<file path="config.mk">
export PLATFORM = sky130hd
export DESIGN_NAME = mccpu_ctrl
export DESIGN_NICKNAME = d
export VERILOG_FILES = /design/src/rtl/mccpu_ctrl.sv
export SDC_FILE = /design/constraint.sdc
export NUM_CORES = 1
export LEC_CHECK = 0
export ABC_AREA = 1
export CAP_MARGIN = 20
export CELL_PAD_IN_SITES_DETAIL_PLACEMENT = 0
export CELL_PAD_IN_SITES_GLOBAL_PLACEMENT = 1
export CORE_ASPECT_RATIO = 0.9
export CORE_UTILIZATION = 23
export DETAILED_ROUTE_END_ITERATION = 6
export PLACE_DENSITY = 0.85
export SLEW_MARGIN = 5
export SYNTH_ARGS = -nofsm -noshare
export SYNTH_HDL_FRONTEND = slang
export SYNTH_SLANG_ARGS = --single-unit
</file>
<file path="constraint.sdc">
create_clock -name clk -period 1.8 [get_ports clk]
set_input_delay 0.45 -clock clk [delete_from_list [all_inputs] [get_ports clk]]
set_output_delay 0.45 -clock clk [all_outputs]
set_load 0.02 [all_outputs]
</file>
<file path="src/rtl/mccpu_ctrl.sv">
// mccpu_ctrl: multi-cycle MCCPU control FSM driving ALU op, operand selects and write enables
module mccpu_ctrl (
  input  logic       clk,
  input  logic       rstn,
  input  logic [5:0] op,
  input  logic [5:0] funct,
  input  logic       zero,
  output logic [2:0] alu_op,
  output logic       alu_src_a,
  output logic [1:0] alu_src_b,
  output logic       ext_op,
  output logic       ir_we,
  output logic       pc_we,
  output logic [1:0] pc_src,
  output logic       mem_we,
  output logic       rf_we,
  output logic       reg_dst,
  output logic       mem_to_reg,
  output logic [3:0] state
);
  typedef enum logic [3:0] {
    IDLE = 4'd0, FETCH = 4'd1, DECODE = 4'd2, MEMADR = 4'd3, MEMRD = 4'd4, MEMWB = 4'd5, MEMWR = 4'd6,
    EXEC = 4'd7, ALUWB = 4'd8, BRANCH = 4'd9, JUMP = 4'd10, IEXEC = 4'd11, IWB = 4'd12
  } st_t;
  localparam logic [5:0] OP_R = 6'b000000, OP_LW = 6'b100011, OP_SW = 6'b101011, OP_BEQ = 6'b000100,
                         OP_BNE = 6'b000101, OP_J = 6'b000010, OP_ADDI = 6'b001000, OP_SLTI = 6'b001010,
                         OP_ANDI = 6'b001100, OP_ORI = 6'b001101;
  localparam logic [2:0] NOP = 3'd0, ADD = 3'd1, SUB = 3'd2, AND = 3'd3, OR = 3'd4, SLT = 3'd5, SLTU = 3'd6;
  st_t st;
  logic [2:0] fop, iop;
  assign state = st;
  assign fop = funct == 6'b100000 ? ADD  : funct == 6'b100010 ? SUB :
               funct == 6'b100100 ? AND  : funct == 6'b100101 ? OR  :
               funct == 6'b101010 ? SLT  : funct == 6'b101011 ? SLTU : NOP;
  assign iop = op == OP_ADDI ? ADD : op == OP_SLTI ? SLT : op == OP_ANDI ? AND : op == OP_ORI ? OR : NOP;
  always_ff @(posedge clk)
    if (!rstn) st <= IDLE;
    else
      case (st)
        IDLE:    st <= FETCH;
        FETCH:   st <= DECODE;
        DECODE:  st <= (op == OP_LW || op == OP_SW) ? MEMADR :
                       (op == OP_R && fop != NOP) ? EXEC :
                       (op == OP_BEQ || op == OP_BNE) ? BRANCH :
                       op == OP_J ? JUMP :
                       iop != NOP ? IEXEC : FETCH;
        MEMADR:  st <= op == OP_LW ? MEMRD : MEMWR;
        MEMRD:   st <= MEMWB;
        EXEC:    st <= ALUWB;
        IEXEC:   st <= IWB;
        default: st <= FETCH;
      endcase
  always_comb begin
    alu_op = NOP;
    alu_src_a = 1'b0;
    alu_src_b = 2'b00;
    ext_op = 1'b0;
    ir_we = 1'b0;
    pc_we = 1'b0;
    pc_src = 2'b00;
    mem_we = 1'b0;
    rf_we = 1'b0;
    reg_dst = 1'b0;
    mem_to_reg = 1'b0;
    case (st)
      FETCH: begin
        ir_we = 1'b1;
        alu_src_b = 2'b01;
        alu_op = ADD;
        pc_we = 1'b1;
      end
      DECODE: begin
        alu_src_b = 2'b11;
        alu_op = ADD;
        ext_op = 1'b1;
      end
      MEMADR: begin
        alu_src_a = 1'b1;
        alu_src_b = 2'b10;
        ext_op = 1'b1;
        alu_op = ADD;
      end
      MEMWB: begin
        rf_we = 1'b1;
        mem_to_reg = 1'b1;
      end
      MEMWR: mem_we = 1'b1;
      EXEC: begin
        alu_src_a = 1'b1;
        alu_op = fop;
      end
      ALUWB: begin
        rf_we = 1'b1;
        reg_dst = 1'b1;
      end
      IEXEC: begin
        alu_src_a = 1'b1;
        alu_src_b = 2'b10;
        alu_op = iop;
        ext_op = op == OP_ADDI || op == OP_SLTI;
      end
      IWB: rf_we = 1'b1;
      BRANCH: begin
        alu_src_a = 1'b1;
        alu_op = SUB;
        pc_src = 2'b01;
        pc_we = op == OP_BNE ? ~zero : zero;
      end
      JUMP: begin
        pc_src = 2'b10;
        pc_we = 1'b1;
      end
      default: ;
    endcase
  end
endmodule

</file>
---- Word level (Yosys, flattened, before mapping) ----
Index checks and enable logic that the tools add are counted.
storage, ports and cells
  bits in registers ....................... 4
  input port bits ......................... 15
  output and inout port bits .............. 19
  logic and storage cells ................. 71
cells by class
  equality and inequality tests ........... 27
  mux-type cells .......................... 29
  bitwise logic cells ..................... 1
  reduce and logical (&&, ||, !) cells .... 13
operator list
  kind                                           number
  == test 6 bit, second input constant           8
  2-to-1 mux 3 bit                               10
  == test 6 x 4 -> 1 bit, second input constant  4
  one-hot mux 4 bit (6 select lines)             1
  == test 4 bit, second input constant           5
  2-to-1 mux 4 bit                               5
  == test 4 x 3 -> 1 bit, second input constant  4
  == test 6 x 3 -> 1 bit, second input constant  2
  one-hot mux 3 bit (4 select lines)             1
  == test 4 x 2 -> 1 bit, second input constant  2
  2-to-1 mux 1 bit                               7
  == test 6 x 2 -> 1 bit, second input constant  1
  logical NOT 6 bit                              1
  one-hot mux 2 bit (3 select lines)             1
  nonzero test 3 bit                             2
  OR reduction 2 bit                             3
  OR reduction 3 bit                             2
  == test 4 x 1 -> 1 bit, second input constant  1
  one-hot mux 1 bit (2 select lines)             2
  one-hot mux 2 bit (2 select lines)             1
  OR reduction 4 bit                             1
  logical OR 1 bit                               3
  2-to-1 mux 2 bit                               1
  logical AND 1 bit                              1
  NOT 1 bit                                      1

---- Longest topological paths before layout ----
  depth after elaboration ................. 12
  depth in mapped cells ................... 11

---- Least setup slack after synthesis ----
Ideal clock, no wire load.
  path kind ............................... flip-flop to output port
  start point ............................. register st[0] (netlist: state[0])
  end point ............................... output port pc_we
  data arrival time ....................... 1.333 ns
  path slack .............................. 0.017 ns
  stages on the path, launching flop included .. 7
  path buffers ............................ 0
  path through ............................ dfxtp_1 > inv_2 > nor2_1 > inv_1 > nor2_2 > o21a_1 > a211o_1
on the way
  longest elaborated chain between the ends .. 3
  elaborated cells between the ends (all ways) .. 5
  those cells by class .................... eq/ne (3); mux (1); reduce/logical (1)
RTL lines
  item                                                            RTL line  text
  from (decl)                                                     29        st_t st;
  from (signal assigned)                                          42        DECODE: st <= (op == OP_LW || op == OP_SW) ? MEMADR :
  from (signal assigned)                                          47        MEMADR: st <= op == OP_LW ? MEMRD : MEMWR;
  == test 4 bit / == test 4 x 1 -> 1 bit (equally long branches)  65        case (st)
  OR reduction 2 bit (no line)                                    --
  one-hot mux 1 bit (2 select lines) (*)                          65
  to (decl)                                                       13        output logic pc_we,
Every way passes the cells marked *; elsewhere a longest branch is shown, timed or not.

---- Worst setup path in the final report ----
  start point ............................. input port op[4]
  end point ............................... output port pc_we
on the way
  longest elaborated chain between the ends .. 3
RTL lines
  item                                RTL line  text
  from (decl)                         5         input logic [5:0] op,
  == test 6 x 3 -> 1 bit              107       pc_we = op == OP_BNE ? ~zero : zero;
  2-to-1 mux 1 bit                    107
  one-hot mux 1 bit (2 select lines)  65
No other way between the ends.

==> reports/summary.md <==
The critical path in this run is classified as in -> out. Across the run, the number of max-cap violations was 0. Wire length per cell after detailed routing: 11.2 um. Clock period minus final worst setup slack: 1.88 ns. The final routed DRC violation total came out at 4. The detail route stage leaves a number of antenna-violating nets equal to 0.

STA puts the critical path data arrival time at 1.43 ns. Port buffering added 33 buffers. Timing would allow up to 532 MHz. The number of buffers created by CTS was 3.

The synthesized design contains 4 register bits. The number of nets in the synthesized netlist is 134. TritonCTS built the clock tree. The worst-case IR drop observed on VDD is 0.232 mV. Summed over all cells, the static leakage comes to 0.708 nW. The layout overhead on the synthesized area works out to 112%. Among all cell types in the netlist, the one instantiated most often is nand2_1. Yosys printed 0 warnings. Using the TritonRoute via totals, the vias-per-cell ratio works out to 4.68. The number of global-route vias before repair was 1011; the first-pass iteration count of the detailed router was 6. The worst setup path is launched from a primary input. The switching fraction of total power is 0.415. The chip height was 51.7 um.

The required time at the worst-slack endpoint came out at 1.35 ns. The run gives 0.249 as the effective utilization at floorplan. The hold path depth is 6. The layout has 261 filler cells.

The clock passes through at most 2 buffers. The final reports fail on DRC, setup timing. Overall power consumption after layout is estimated at 0.000657 W. Summed over all nets, the switching power comes to 0.000273 W.

Clock latency on the worst-skew pair, taken at its later pin, is 0.24 ns. Of all cell types, the one taking the most synthesized area is nand2_1. Share of the clock period used by the worst path: 1.04. For the boundary pin count, the log shows 34. The first global-routing pass estimated 3.97 mm of wire. The number of hold violations in the final report is 0. After global routing the overflow that remains totals 0. The run gives 23 as the number of distinct standard cells referenced by the synthesized netlist.

The number of enable-type register cells in the synthesized netlist works out to 0. Path class of the lowest-slack min-delay path: in -> reg. The share of the core filled with cells was 0.529. The logs give 0.718 ns for the minimum hold slack and 119 for the cell count after synthesis. The run gives 0 as the final antenna diode count. Summing every instance area after synthesis gives 631 sq um.

The die outline width is 57.2 um. Entering global routing, the biggest net connects 7 pins. The tools report the area enclosed by the die boundary as 2960 sq um.

Each instance of the synthesized netlist takes up on average 5.30 sq um. The initial antenna violation count was 0. The most instantiated flip-flop cell in the synthesis netlist was dfxtp_1. For the sequential fraction of the synthesis area, the log shows 0.127. The number of hold buffers added after cts is 0, and the total detailed-routing wirelength is 2.51 mm. The tools report the share of power burned in combinational logic as 0.655. The clock arrives with 0.0104 ns of skew. Final count of pins violating max slew: 0.

The run finished, with violations left. Kind of capture point of the worst setup path: an output pin. The total of endpoints with negative setup slack in the final report was 4. Clock tree synthesis selected as its root buffer the cell clkbuf_4. The logs give 212 for the final layout net count and 17 for the number of rows created at floorplan. The register with the most flip-flops in the layout has 4 of them. In the synthesized netlist, the cells that appear most often are 24 x nand2_1, 23 x nor2_1, 14 x inv_1. The highest net fanout along the worst path was 2; the depth of the most critical reg-to-reg path was 8. Clock-pin slew was measured on the worst setup and hold paths at 0.03 ns. Setup repair after global routing could not meet its margin everywhere. The core area was 2530 sq um; the share of total power in sequential cells was 0.174.

Share of synthesized flip-flops with an asynchronous set or reset: 0. The worst slew slack as a fraction of its limit is 0.820. Part of the power in the clock network: 0.171. The run gives 0.169 as the overall global routing resource usage.

The run gives 4 as the number of sinks on the clock net. Once detailed placement completed, the half-perimeter wirelength came to 1.77 mm. The setup slack after layout came out at -0.0786 ns. Yosys attributes the largest share of cell area to nand2_1 14%, nor2_1 14%, dfxtp_1 13%.

The iteration-0 DRC count of the detailed router was 34; the area share of the leading cell type in the synthesized netlist was 0.143. Maximum level of the CTS H-tree: 1. For this design the ratio of total power to cell area is 491 nW/um^2.

The internal portion of the total power is 0.000384 W. The final route contains 1043 vias. The share of cells above drive strength 1 works out to 0.600. The actual slew at the worst max-slew pin came out at 0.268 ns.

The congestion estimate from routability-driven global placement came to 0.770.
layout make-up:
cell class / instances / area, sq um / area share
clock buffer: 3 / 22.5 / 0.0168
sequential: 4 / 86.3 / 0.0645
timing repair buffer: 73 / 562 / 0.420
inverter: 21 / 78.8 / 0.0589
multi-input combinational: 94 / 554 / 0.414
tap: 28 / 35.0 / 0.0262
worst max-delay path, stage by stage:
cell and delay (ns):
buf_8 0.10, nor2_4 0.10, nand4_1 0.14, nor2_2 0.17, nand2_1 0.07, a211o_1 0.26, buf_6 0.13
through the flow:
stage / instance area (sq um) / setup WS, ns / TNS (ns) / cells
after floorplan: 631 / 0.0171 / 0 / 119
after global placement: 1220 / -0.849 / -5.42 / 210
after detailed placement: 1220 / -0.851 / -5.67 / 210
after CTS: 1310 / -0.0595 / -0.102 / 224
after global routing: 1340 / -0.162 / -0.580 / 223
final: 1340 / -0.0786 / -0.187 / 223
placed cells by master, fill, tap and decap left out, types with 3 or more instances in the layout:
cell type        netlist  layout
buf_4                  0      42
nand2_1               24      19
nor2_1                23      17
buf_2                  0      14
inv_2                  7      13
nor2_2                 8      10
nand3_1               11       9
inv_1                 14       8
nor2_4                 2       6
buf_6                  0       6
nand2_2                0       5
clkdlybuf4s50_1        0       4
nand3_2                2       3
o21ai_0                4       3
a21oi_1                4       3
a31oi_1                3       3
clkbuf_4               0       3
worst paths after layout:
path | startpoint | slack [ns] | endpoint
max reg2reg | state[1] | 0.48 | state[2]
max | op[4] | -0.08 | pc_we
min reg2reg | state[1] | 0.74 | state[3]
min | op[5] | 0.72 | state[1]
power by group through the flow:
stage               clock, W  combinational, W  sequential (W)
floorplan                  0          0.000159        0.000125
global placement           0          0.000396        0.000112
detailed placement         0          0.000401        0.000112
CTS                 0.000114          0.000401        0.000114
global route        0.000124          0.000463        0.000117
finish              0.000112          0.000430        0.000115
per-layer routing:
| metal | GRT usage | up-vias | part of all wire |
|---|---|---|---|
| met5 | 0 | - | 0 |
| li1 | - | 543 | - |
| met2 | 0.359 | 28 | 0.54 |
| met1 | 0.177 | 468 | 0.40 |
| met4 | 0.0447 | 0 | 0.014 |
| met3 | 0.00995 | 4 | 0.044 |
timing repair:
item / 4_1_cts / 5_1_grt
pin swaps: 14 / 6
setup buffers: 12 / 1
hold endpoints to repair: 0 / 0
endpoints found under the setup margin: 15 / 18
gates resized for setup: 131 / 27
kinds of logic after synthesis:
family / after synthesis / synth area share
DFF: 4 / 0.127
and+or+nand+nor: 76 / 0.575
AOI/OAI and AO/OA: 18 / 0.173
buffers and inverters: 21 / 0.125
No activity file was read; power rests on OpenSTA's default activity.
